### config.mk
export PLATFORM = sky130hd
export DESIGN_NAME = stopwatch_ctrl_flat
export DESIGN_NICKNAME = d
export VERILOG_FILES = /design/src/rtl/stopwatch_pkg.sv /design/src/rtl/stopwatch_ctrl_if.sv /design/src/rtl/stopwatch_ctrl_btn_debounce.sv /design/src/rtl/stopwatch_ctrl.sv /design/src/flat_wrapper.sv
export SDC_FILE = /design/constraint.sdc
export NUM_CORES = 1
export LEC_CHECK = 0
export ABC_AREA = 0
export CORE_UTILIZATION = 40
export CTS_CLUSTER_SIZE = 24
export DETAILED_ROUTE_END_ITERATION = 16
export PLACE_DENSITY = 0.66
export SLEW_MARGIN = 20
export SYNTH_ARGS = -nofsm -noshare
export SYNTH_HDL_FRONTEND = slang
export SYNTH_SLANG_ARGS = --single-unit
### constraint.sdc
create_clock -name clk -period 1.95 [get_ports clk]
set_input_delay 0.39 -clock clk [delete_from_list [all_inputs] [get_ports clk]]
set_output_delay 0.39 -clock clk [all_outputs]
set_load 0.01 [all_outputs]
### src/rtl/stopwatch_pkg.sv
// Shared types for the stopwatch mode controller.
package stopwatch_pkg;

    localparam int unsigned STATE_W = 2;

    typedef enum logic [STATE_W-1:0] {
        ST_RUN     = 2'd0,
        ST_PAUSED  = 2'd1,
        ST_ADJ_MIN = 2'd2,
        ST_ADJ_SEC = 2'd3
    } state_t;

    // Single-cycle commands sent to the minutes/seconds counter.
    typedef struct packed {
        logic cnt_step;
        logic min_step;
        logic sec_step;
        logic cnt_clr;
    } cmd_t;

endpackage

### src/rtl/stopwatch_ctrl_if.sv
// Board inputs and counter/display commands of the stopwatch controller.
interface stopwatch_ctrl_if;
    import stopwatch_pkg::*;

    logic               btn_pause;
    logic               btn_rst;
    logic               sw_adj;
    logic               sw_sel;
    logic               cnt_step;
    logic               min_step;
    logic               sec_step;
    logic               cnt_clr;
    logic               blink;
    logic [STATE_W-1:0] state;

    modport master (
        output btn_pause, btn_rst, sw_adj, sw_sel,
        input  cnt_step, min_step, sec_step, cnt_clr, blink, state
    );

    modport slave (
        input  btn_pause, btn_rst, sw_adj, sw_sel,
        output cnt_step, min_step, sec_step, cnt_clr, blink, state
    );

endinterface

### src/rtl/stopwatch_ctrl_btn_debounce.sv
// Button conditioner: 2-FF synchroniser, stability debounce, rising-edge press pulse.
module btn_debounce #(
    parameter int unsigned DEBOUNCE_CYCLES = 1_000_000
) (
    input  logic clk,
    input  logic rst,
    input  logic raw,
    output logic press
);

    localparam int unsigned CNT_W = (DEBOUNCE_CYCLES > 2) ? $clog2(DEBOUNCE_CYCLES) : 1;

    logic             sync_a;
    logic             sync_b;
    logic             level;
    logic             level_q;
    logic [CNT_W-1:0] cnt;

    // Level flips only after the synchronised input differs from it for DEBOUNCE_CYCLES samples.
    always_ff @(posedge clk) begin
        if (rst) begin
            sync_a  <= 1'b0;
            sync_b  <= 1'b0;
            level   <= 1'b0;
            level_q <= 1'b0;
            cnt     <= '0;
            press   <= 1'b0;
        end else begin
            sync_a  <= raw;
            sync_b  <= sync_a;
            level_q <= level;
            press   <= level & ~level_q;
            if (sync_b == level) begin
                cnt <= '0;
            end else if (cnt == CNT_W'(DEBOUNCE_CYCLES - 1)) begin
                level <= sync_b;
                cnt   <= '0;
            end else begin
                cnt <= cnt + CNT_W'(1);
            end
        end
    end

endmodule

### src/rtl/stopwatch_ctrl.sv
// Stopwatch mode controller: input conditioning, 1 Hz / 2 Hz tick divider and mode FSM.
module stopwatch_ctrl
    import stopwatch_pkg::*;
#(
    parameter int unsigned CLK_HZ          = 100_000_000,
    parameter int unsigned DEBOUNCE_CYCLES = 1_000_000
) (
    input  logic             clk,
    input  logic             rst,
    stopwatch_ctrl_if.slave  bus
);

    localparam int unsigned HALF  = CLK_HZ / 2;
    localparam int unsigned DIV_W = (HALF > 2) ? $clog2(HALF) : 1;

    logic [DIV_W-1:0] div_cnt;
    logic             phase;
    logic             tick2_c;
    logic             tick1_c;
    logic             pause_p;
    logic             clr_p;
    logic             adj_m;
    logic             adj_s;
    logic             sel_m;
    logic             sel_s;
    state_t           state_q;
    state_t           state_n;
    cmd_t             cmd_q;
    cmd_t             cmd_n;
    logic             blink_q;
    logic             blink_n;

    btn_debounce #(.DEBOUNCE_CYCLES(DEBOUNCE_CYCLES)) u_pause_db (
        .clk   (clk),
        .rst   (rst),
        .raw   (bus.btn_pause),
        .press (pause_p)
    );

    btn_debounce #(.DEBOUNCE_CYCLES(DEBOUNCE_CYCLES)) u_clr_db (
        .clk   (clk),
        .rst   (rst),
        .raw   (bus.btn_rst),
        .press (clr_p)
    );

    // Switches are level controls, so a plain 2-FF synchroniser suffices.
    always_ff @(posedge clk) begin
        if (rst) begin
            adj_m <= 1'b0;
            adj_s <= 1'b0;
            sel_m <= 1'b0;
            sel_s <= 1'b0;
        end else begin
            adj_m <= bus.sw_adj;
            adj_s <= adj_m;
            sel_m <= bus.sw_sel;
            sel_s <= sel_m;
        end
    end

    assign tick2_c = (div_cnt == DIV_W'(HALF - 1));
    assign tick1_c = tick2_c & phase;

    // Half-second divider; a clear realigns it so the first second is a full one.
    always_ff @(posedge clk) begin
        if (rst || clr_p) begin
            div_cnt <= '0;
            phase   <= 1'b0;
        end else if (tick2_c) begin
            div_cnt <= '0;
            phase   <= ~phase;
        end else begin
            div_cnt <= div_cnt + DIV_W'(1);
        end
    end

    // State and registered command/blink outputs.
    always_ff @(posedge clk) begin
        if (rst) begin
            state_q <= ST_RUN;
            cmd_q   <= '0;
            blink_q <= 1'b0;
        end else begin
            state_q <= state_n;
            cmd_q   <= cmd_n;
            blink_q <= blink_n;
        end
    end

    // Next state and commands; a step is issued only on cycles with no transition.
    always_comb begin
        state_n = state_q;
        cmd_n   = '0;
        blink_n = 1'b0;
        if (clr_p) begin
            state_n       = ST_RUN;
            cmd_n.cnt_clr = 1'b1;
        end else begin
            case (state_q)
                ST_RUN: begin
                    if (adj_s) begin
                        state_n = sel_s ? ST_ADJ_SEC : ST_ADJ_MIN;
                    end else if (pause_p) begin
                        state_n = ST_PAUSED;
                    end else begin
                        cmd_n.cnt_step = tick1_c;
                    end
                end
                ST_PAUSED: begin
                    if (pause_p) begin
                        state_n = ST_RUN;
                    end
                end
                ST_ADJ_MIN, ST_ADJ_SEC: begin
                    if (!adj_s) begin
                        state_n = ST_RUN;
                    end else if (pause_p) begin
                        state_n = ST_PAUSED;
                    end else if (sel_s != (state_q == ST_ADJ_SEC)) begin
                        state_n = sel_s ? ST_ADJ_SEC : ST_ADJ_MIN;
                        blink_n = blink_q ^ tick2_c;
                    end else begin
                        blink_n        = blink_q ^ tick2_c;
                        cmd_n.min_step = tick2_c & (state_q == ST_ADJ_MIN);
                        cmd_n.sec_step = tick2_c & (state_q == ST_ADJ_SEC);
                    end
                end
                default: state_n = ST_RUN;
            endcase
        end
    end

    assign bus.cnt_step = cmd_q.cnt_step;
    assign bus.min_step = cmd_q.min_step;
    assign bus.sec_step = cmd_q.sec_step;
    assign bus.cnt_clr  = cmd_q.cnt_clr;
    assign bus.blink    = blink_q;
    assign bus.state    = state_q;

endmodule
### src/flat_wrapper.sv
// flat-port wrapper written by rule: the top's interface ports become plain ports
module stopwatch_ctrl_flat import stopwatch_pkg::*;
#(
    parameter int unsigned CLK_HZ          = 100_000_000,
    parameter int unsigned DEBOUNCE_CYCLES = 1_000_000
)
  (clk, rst, bus_btn_pause, bus_btn_rst, bus_sw_adj, bus_sw_sel, bus_cnt_step, bus_min_step, bus_sec_step, bus_cnt_clr, bus_blink, bus_state);
  stopwatch_ctrl_if bus_i ();
  input  logic clk;
  input  logic rst;
  input wire logic [$bits(bus_i.btn_pause)-1:0] bus_btn_pause;
  input wire logic [$bits(bus_i.btn_rst)-1:0] bus_btn_rst;
  input wire logic [$bits(bus_i.sw_adj)-1:0] bus_sw_adj;
  input wire logic [$bits(bus_i.sw_sel)-1:0] bus_sw_sel;
  output wire logic [$bits(bus_i.cnt_step)-1:0] bus_cnt_step;
  output wire logic [$bits(bus_i.min_step)-1:0] bus_min_step;
  output wire logic [$bits(bus_i.sec_step)-1:0] bus_sec_step;
  output wire logic [$bits(bus_i.cnt_clr)-1:0] bus_cnt_clr;
  output wire logic [$bits(bus_i.blink)-1:0] bus_blink;
  output wire logic [$bits(bus_i.state)-1:0] bus_state;
  assign bus_i.btn_pause = bus_btn_pause;
  assign bus_i.btn_rst = bus_btn_rst;
  assign bus_i.sw_adj = bus_sw_adj;
  assign bus_i.sw_sel = bus_sw_sel;
  assign bus_cnt_step = bus_i.cnt_step;
  assign bus_min_step = bus_i.min_step;
  assign bus_sec_step = bus_i.sec_step;
  assign bus_cnt_clr = bus_i.cnt_clr;
  assign bus_blink = bus_i.blink;
  assign bus_state = bus_i.state;
  stopwatch_ctrl #(.CLK_HZ(CLK_HZ), .DEBOUNCE_CYCLES(DEBOUNCE_CYCLES)) u_core (.clk(clk), .rst(rst), .bus(bus_i));
endmodule
# ---- Word level (Yosys, flattened, before mapping)
# Cells that the tools add are included.
dict set report op_classes {
  n_addsub 3
  n_mul 0
  div 0
  n_lt_le_gt_ge 0
  n_eq_ne 12
  shift 0
  n_mux 9
  bitwise_logic 14
  reduce_logical 13
}
# cell n
set op_table {}
lappend op_table {{$add 20x1->20 const B} 2}
lappend op_table {{$eq 20x20->1 const B} 2}
lappend op_table {{$add 26x1->26 const B} 1}
lappend op_table {{$eq 26x26->1 const B} 1}
lappend op_table {{$mux 2} 6}
lappend op_table {{$reduce_or 5->1} 2}
lappend op_table {{$not 1->1} 8}
lappend op_table {{$pmux 2 s3} 1}
lappend op_table {{$reduce_or 2->1} 3}
lappend op_table {{$reduce_or 3->1} 2}
lappend op_table {{$reduce_or 6->1} 1}
lappend op_table {{$and 1x1->1} 5}
lappend op_table {{$eq 2x2->1 const B} 2}
lappend op_table {{$ne 4x4->1 const B} 1}
lappend op_table {{$reduce_and 2->1} 2}
lappend op_table {{$ne 3x2->1 const B} 1}
lappend op_table {{$reduce_and 3->1} 1}
lappend op_table {{$eq 1x1->1} 2}
lappend op_table {{$eq 2x1->1 const B} 1}
lappend op_table {{$logic_not 2->1} 1}
lappend op_table {{$mux 1} 2}
lappend op_table {{$ne 2x2->1 const B} 1}
lappend op_table {{$logic_or 1x1->1} 1}
lappend op_table {{$ne 1x1->1} 1}
lappend op_table {{$xor 1x1->1} 1}
dict set report word_totals {
  register_bits 88
  latchBits 0
  ram_bits 0
  mem_bits_ro 0
  input_bits 6
  output_inout_bits 7
  wordCells 75
  memories 0
}

# ---- Depth between registers and ports, before layout
# Gate-level depths: netlist of run 1.
dict set report depth {
  depth_word 6
  depth_mapped 6
}

# ---- Cells and area by module
# Synthesis of run 1 repeated with hierarchy kept, for this count alone.
dict set report hier_totals {
  cells_unflattened 411
  area_unflattened_um2 3882.5
}
# mod n_inst cells_each area_per_inst_um2 seq_area_each_um2
set by_module_without_submodules {}
lappend by_module_without_submodules {btn_debounce 2 117 1137.3 500.5}
lappend by_module_without_submodules {stopwatch_ctrl 1 177 1607.8 760.7}

# ---- Worst setup path after synthesis of run 1
# Ideal clock, no wire load.
dict set report synth_timing {
  path_type {reg-to-reg}
  startpoint {register u_core.u_clr_db.cnt[11]}
  endpoint {register u_core.u_clr_db.cnt[15]}
  arrival_ns 1.823
  t_required_ns 1.835
  slack_ns 0.012
  path_stages_with_launch 6
  path_buffers 1
  period_less_slack_ns 1.938
  path_cell_list {dfxtp_1 > or4_1 > or4_1 > o21bai_4 > buf_4 > nor2_1}
}
dict set report synth_between {
  elab_chain_len 2
  elab_cells_between_ends 3
}
# item line
set synth_rtl {}
lappend synth_rtl {{start: declaration} stopwatch_ctrl_btn_debounce.sv:17} ;# logic [CNT_W-1:0] cnt;
lappend synth_rtl {{start signal: assignment} stopwatch_ctrl_btn_debounce.sv:39} ;# cnt <= cnt + CNT_W'(1);
lappend synth_rtl {{branches (longest 2 deep; another with $add 20x1->20)} n/a}
# Several ways; the timed one is not identified.
# A chain may end at the register's enable or synchronous reset.

# ---- Worst setup path after layout of run 1
dict set report layout_timing {
  startpoint {register u_core.u_pause_db.cnt[12]}
  endpoint {register u_core.u_pause_db.level}
}
dict set report layout_between {
  elab_chain_len 2
}
# item line
set layout_rtl {}
lappend layout_rtl {{start: declaration} stopwatch_ctrl_btn_debounce.sv:17}
lappend layout_rtl {{start signal: assignment} stopwatch_ctrl_btn_debounce.sv:39}
lappend layout_rtl {{$eq 20x20->1} stopwatch_ctrl_btn_debounce.sv:35} ;# end else if (cnt == CNT_W'(DEBOUNCE_CYCLES - 1)) begin
lappend layout_rtl {{$reduce_and 2->1 (no line)} n/a}
lappend layout_rtl {{end signal: assignment} stopwatch_ctrl_btn_debounce.sv:36} ;# level <= sync_b;
lappend layout_rtl {{end: declaration} stopwatch_ctrl_btn_debounce.sv:15} ;# logic level;
# Every way passes these cells.

==> results of run 1 <==
final cells by class:
cell class,count,area (µm²),share of cell area (%)
tap,111,139,3.04
clock buffer,10,128,2.79
clock inverter,5,81.3,1.78
multi-input combinational,313,1980,43.2
timing repair buffer,52,440,9.63
sequential,88,1770,38.6
inverter,11,41.3,0.903
per-stage QoR:
step,area (µm²),TNS [ns],setup WS (ns),power (mW),utilization [%]
after CTS,4520,0,0.000510,3.29,49.1
after detailed placement,4300,0,0.0127,1.94,46.7
after floorplan,3790,0,0.0124,1.90,-
after global routing,4570,-0.00756,-0.00627,3.38,49.7
after global placement,4300,0,0.0233,1.94,46.7
final,4570,0,0.0684,3.25,49.7
kinds of logic (layout without fill, tap and decap cells):
family	Yosys count	after routing	share of synthesized area [%]
XOR/XNOR	41	41	9.47
AND/OR/NAND/NOR	212	212	30.8
buffers and inverters	26	78	2.87
AO/OA/AOI/OAI	57	57	9.43
flip-flops	88	88	46.4
adder cells (fa/ha/maj)	3	3	0.990
synth_stat cells (all sizes together):
cell type,count,area (µm²)
a211oi,1,7.51
a21boi,1,7.51
a21oi,23,115
a22oi,1,7.51
and2,3,18.8
and3,6,37.5
and4,3,26.3
buf,5,30.0
clkbuf,10,37.5
dfxtp,88,1760
ha,3,37.5
inv,11,41.3
nand2,23,86.3
nand2b,1,6.26
nand3,19,95.1
nand3b,2,15.0
nand4,20,138
nand4b,3,26.3
nor2,54,203
nor2b,14,87.6
nor3,13,65.1
nor4,11,68.8
nor4b,2,17.5
nor4bb,2,20.0
o21a,1,7.51
o21ai,15,86.3
o21ba,1,10.0
o21bai,1,18.8
o31ai,13,97.6
or2,1,6.26
or3,13,81.3
or4,20,150
or4b,2,20.0
xnor2,28,245
xor2,13,114
registers in the layout (all words and copies together) (netlist names), 2 cells and up:
| register | count |
|---|---|
| u_core.div_cnt | 26 |
| u_core.u_clr_db.cnt | 20 |
| u_core.u_pause_db.cnt | 20 |
| u_core.bus.state | 2 |
path summary, 6_finish.rpt:
path         cells after the start                                    to  slack (ns)                            startpoint
max                              4  u_core.u_pause_db.level$_SDFFE_PP0P_        0.07  u_core.u_pause_db.cnt[12]$_SDFF_PP0_
min                              1    u_core.u_pause_db.press$_SDFF_PP0_        0.38  u_core.u_pause_db.level_q$_SDFF_PP0_
max reg2reg                      4  u_core.u_pause_db.level$_SDFFE_PP0P_        0.07  u_core.u_pause_db.cnt[12]$_SDFF_PP0_
min reg2reg                      1    u_core.u_pause_db.press$_SDFF_PP0_        0.38  u_core.u_pause_db.level_q$_SDFF_PP0_
power by group:
part           internal [mW]  total (mW)  switching [mW]
clock network          0.718        1.35           0.635
logic                 0.0406      0.0782          0.0376
registers               1.81        1.82          0.0119
routing by layer:
metal | up-vias | routed length [µm] | global-route usage [%]
met5 | - | 0 | 0
met3 | 12 | 169 | 3.65
met2 | 30 | 3610 | 28.0
met1 | 1478 | 3640 | 21.4
met4 | 0 | 96 | 6.33
li1 | 1626 | - | -
what timing repair did:
item / in CTS / in global routing
gates cloned: 0 / 0
pin swaps: 0 / 1
endpoints found under the setup margin: 8 / 33
gates resized for setup: 2 / 14
==> reports/qor.txt, run 1 <==
=====================================================================================
Crit Path Category ..................................................... flip-flop to flip-flop
Die width ..............................................................      99.4 µm
Number of nets in the layout ...........................................          484
Cell at the root of the clock tree ..................................... sky130_fd_sc_hd__clkbuf_8
Diode count ............................................................            0
Final ANT Viol Nets ....................................................            0
Maximum number of pins on one net before global-route repair ...........           20
Aggregate global-route resource usage ..................................        16.8%
Post-Synthesis Cells ...................................................          427
Worst IR drop on VDD ...................................................     0.407 mV
Final global-route overflow total ......................................            0
Slew at the pin closest to its max-slew limit ..........................     0.457 ns
Number of DRC markers after the initial detailed-route iteration .......           92
Final critical path time including I/O delays and setup ................      1.88 ns
Wirelength, routed .....................................................      7510 µm
Clock tree from TritonCTS ..............................................          yes
Clock skew .............................................................   0.00928 ns
Slowest CP cell ........................................................ sky130_fd_sc_hd__or4_4
Yosys cell types .......................................................           39
Most frequent standard cell in the layout excluding fill and tap cells . sky130_fd_sc_hd__dfxtp_1
Post-Route Hold Slack ..................................................     0.378 ns
Total buffers and inverters traversed by the critical path .............            0
Leakage power ..........................................................      1.46 nW
Global-route wire length before repair .................................     13600 µm
Worst stage delay on the critical path .................................      0.52 ns
Summed instance area of the synthesized netlist ........................  0.00379 mm²
Number of max-slew violations in the final report ......................            0
Worst EP required ......................................................      2.23 ns
Status ................................................................. finished clean
Max-cap check violation count ..........................................            0
Maximum fanout encountered on the critical timing path .................            3
Final HPWL DP ..........................................................      5340 µm
Die height .............................................................      99.4 µm
Synth Warn # ...........................................................            0
Buffers added on ports .................................................           12
Post-synthesis net count ...............................................          436
Fraction of final layout cells with drive strength greater than 1 ......        15.2%
Number of synthesized register bits ....................................           88
Drt via density ........................................................         5.33
CTS Buf Count ..........................................................            9
Clock net sink count ...................................................           88
Max-slew headroom ......................................................        69.4%
Router iterations before antenna repair ................................            4
Share of the clock period used by the worst path .......................        96.5%
Vias in the first global route .........................................         3046
Sequential fraction of the synthesis area ..............................        46.4%
Endpoint arrival time on the critical path .............................      2.16 ns
IO Pins ................................................................           13
PD cells ...............................................................   712 mW/mm²
Most frequent cells in the layout ...................................... sky130_fd_sc_hd__dfxtp_1, sky130_fd_sc_hd__nor2_1, sky130_fd_sc_hd__buf_4
Number of buffers inserted to repair setup after CTS ...................            0
Average instance area after synthesis ..................................     8.88 µm²
Cell type group with the largest total delay on the critical path ...... simple AND/OR/NAND/NOR gates
Filler cells ...........................................................          878
Initial antenna violation count ........................................            0
DR DRC count ...........................................................            0
Max Clk Rate ...........................................................    0.531 GHz
H-Tree Level Count .....................................................            3
Floorplan Core Area ....................................................  0.00920 mm²
Routed wire length per instance ........................................      12.7 µm
Worst skew pair latency ................................................      0.35 ns
Std-Cell Rows ..........................................................           35
Number of buffers on the longest clock path ............................            2
Final hold violation count .............................................            0
Clock-pin slew of the registers on the worst-case setup and hold paths .      0.09 ns
Via count ..............................................................         3146
Initial standard-cell utilization of the core ..........................        41.3%
Non-filler cells, final ................................................          590
Endpoint class of the critical path ....................................    flip-flop
Final Wtd Congestion ...................................................        0.857
HP Class ............................................................... flip-flop to flip-flop
Placed cell count ......................................................          575
Sort of element at the start of the critical path ......................    flip-flop
Synth-to-layout area growth ............................................        20.5%
Hold buffers post-CTS ..................................................            0
Die area ...............................................................  0.00988 mm²
Final number of setup-violating endpoints ..............................            0
Critical-path cell list ................................................ or4b_4 > or4_4 > or3_1 > a21oi_1
=====================================================================================
No activity file was read; power rests on OpenSTA's default activity.
==> run 2: changes to the inputs <==
--- a/config.mk
+++ b/config.mk
@@ -10,7 +10,7 @@
 export CTS_CLUSTER_SIZE = 24
 export DETAILED_ROUTE_END_ITERATION = 16
 export PLACE_DENSITY = 0.66
-export SLEW_MARGIN = 20
+export SLEW_MARGIN = 5
 export SYNTH_ARGS = -nofsm -noshare
 export SYNTH_HDL_FRONTEND = slang
 export SYNTH_SLANG_ARGS = --single-unit
==> results of run 2 <==
No change in the layout: final DEF, timing and power equal those of run 1.
==> run 3: changes to the inputs <==
--- a/config.mk
+++ b/config.mk
@@ -6,11 +6,12 @@
 export NUM_CORES = 1
 export LEC_CHECK = 0
 export ABC_AREA = 0
+export CAP_MARGIN = 40
 export CORE_UTILIZATION = 40
 export CTS_CLUSTER_SIZE = 24
 export DETAILED_ROUTE_END_ITERATION = 16
 export PLACE_DENSITY = 0.66
-export SLEW_MARGIN = 5
+export SLEW_MARGIN = 30
 export SYNTH_ARGS = -nofsm -noshare
 export SYNTH_HDL_FRONTEND = slang
 export SYNTH_SLANG_ARGS = --single-unit
==> results of run 3 <==
No change in the layout: final DEF, timing and power equal those of run 1.
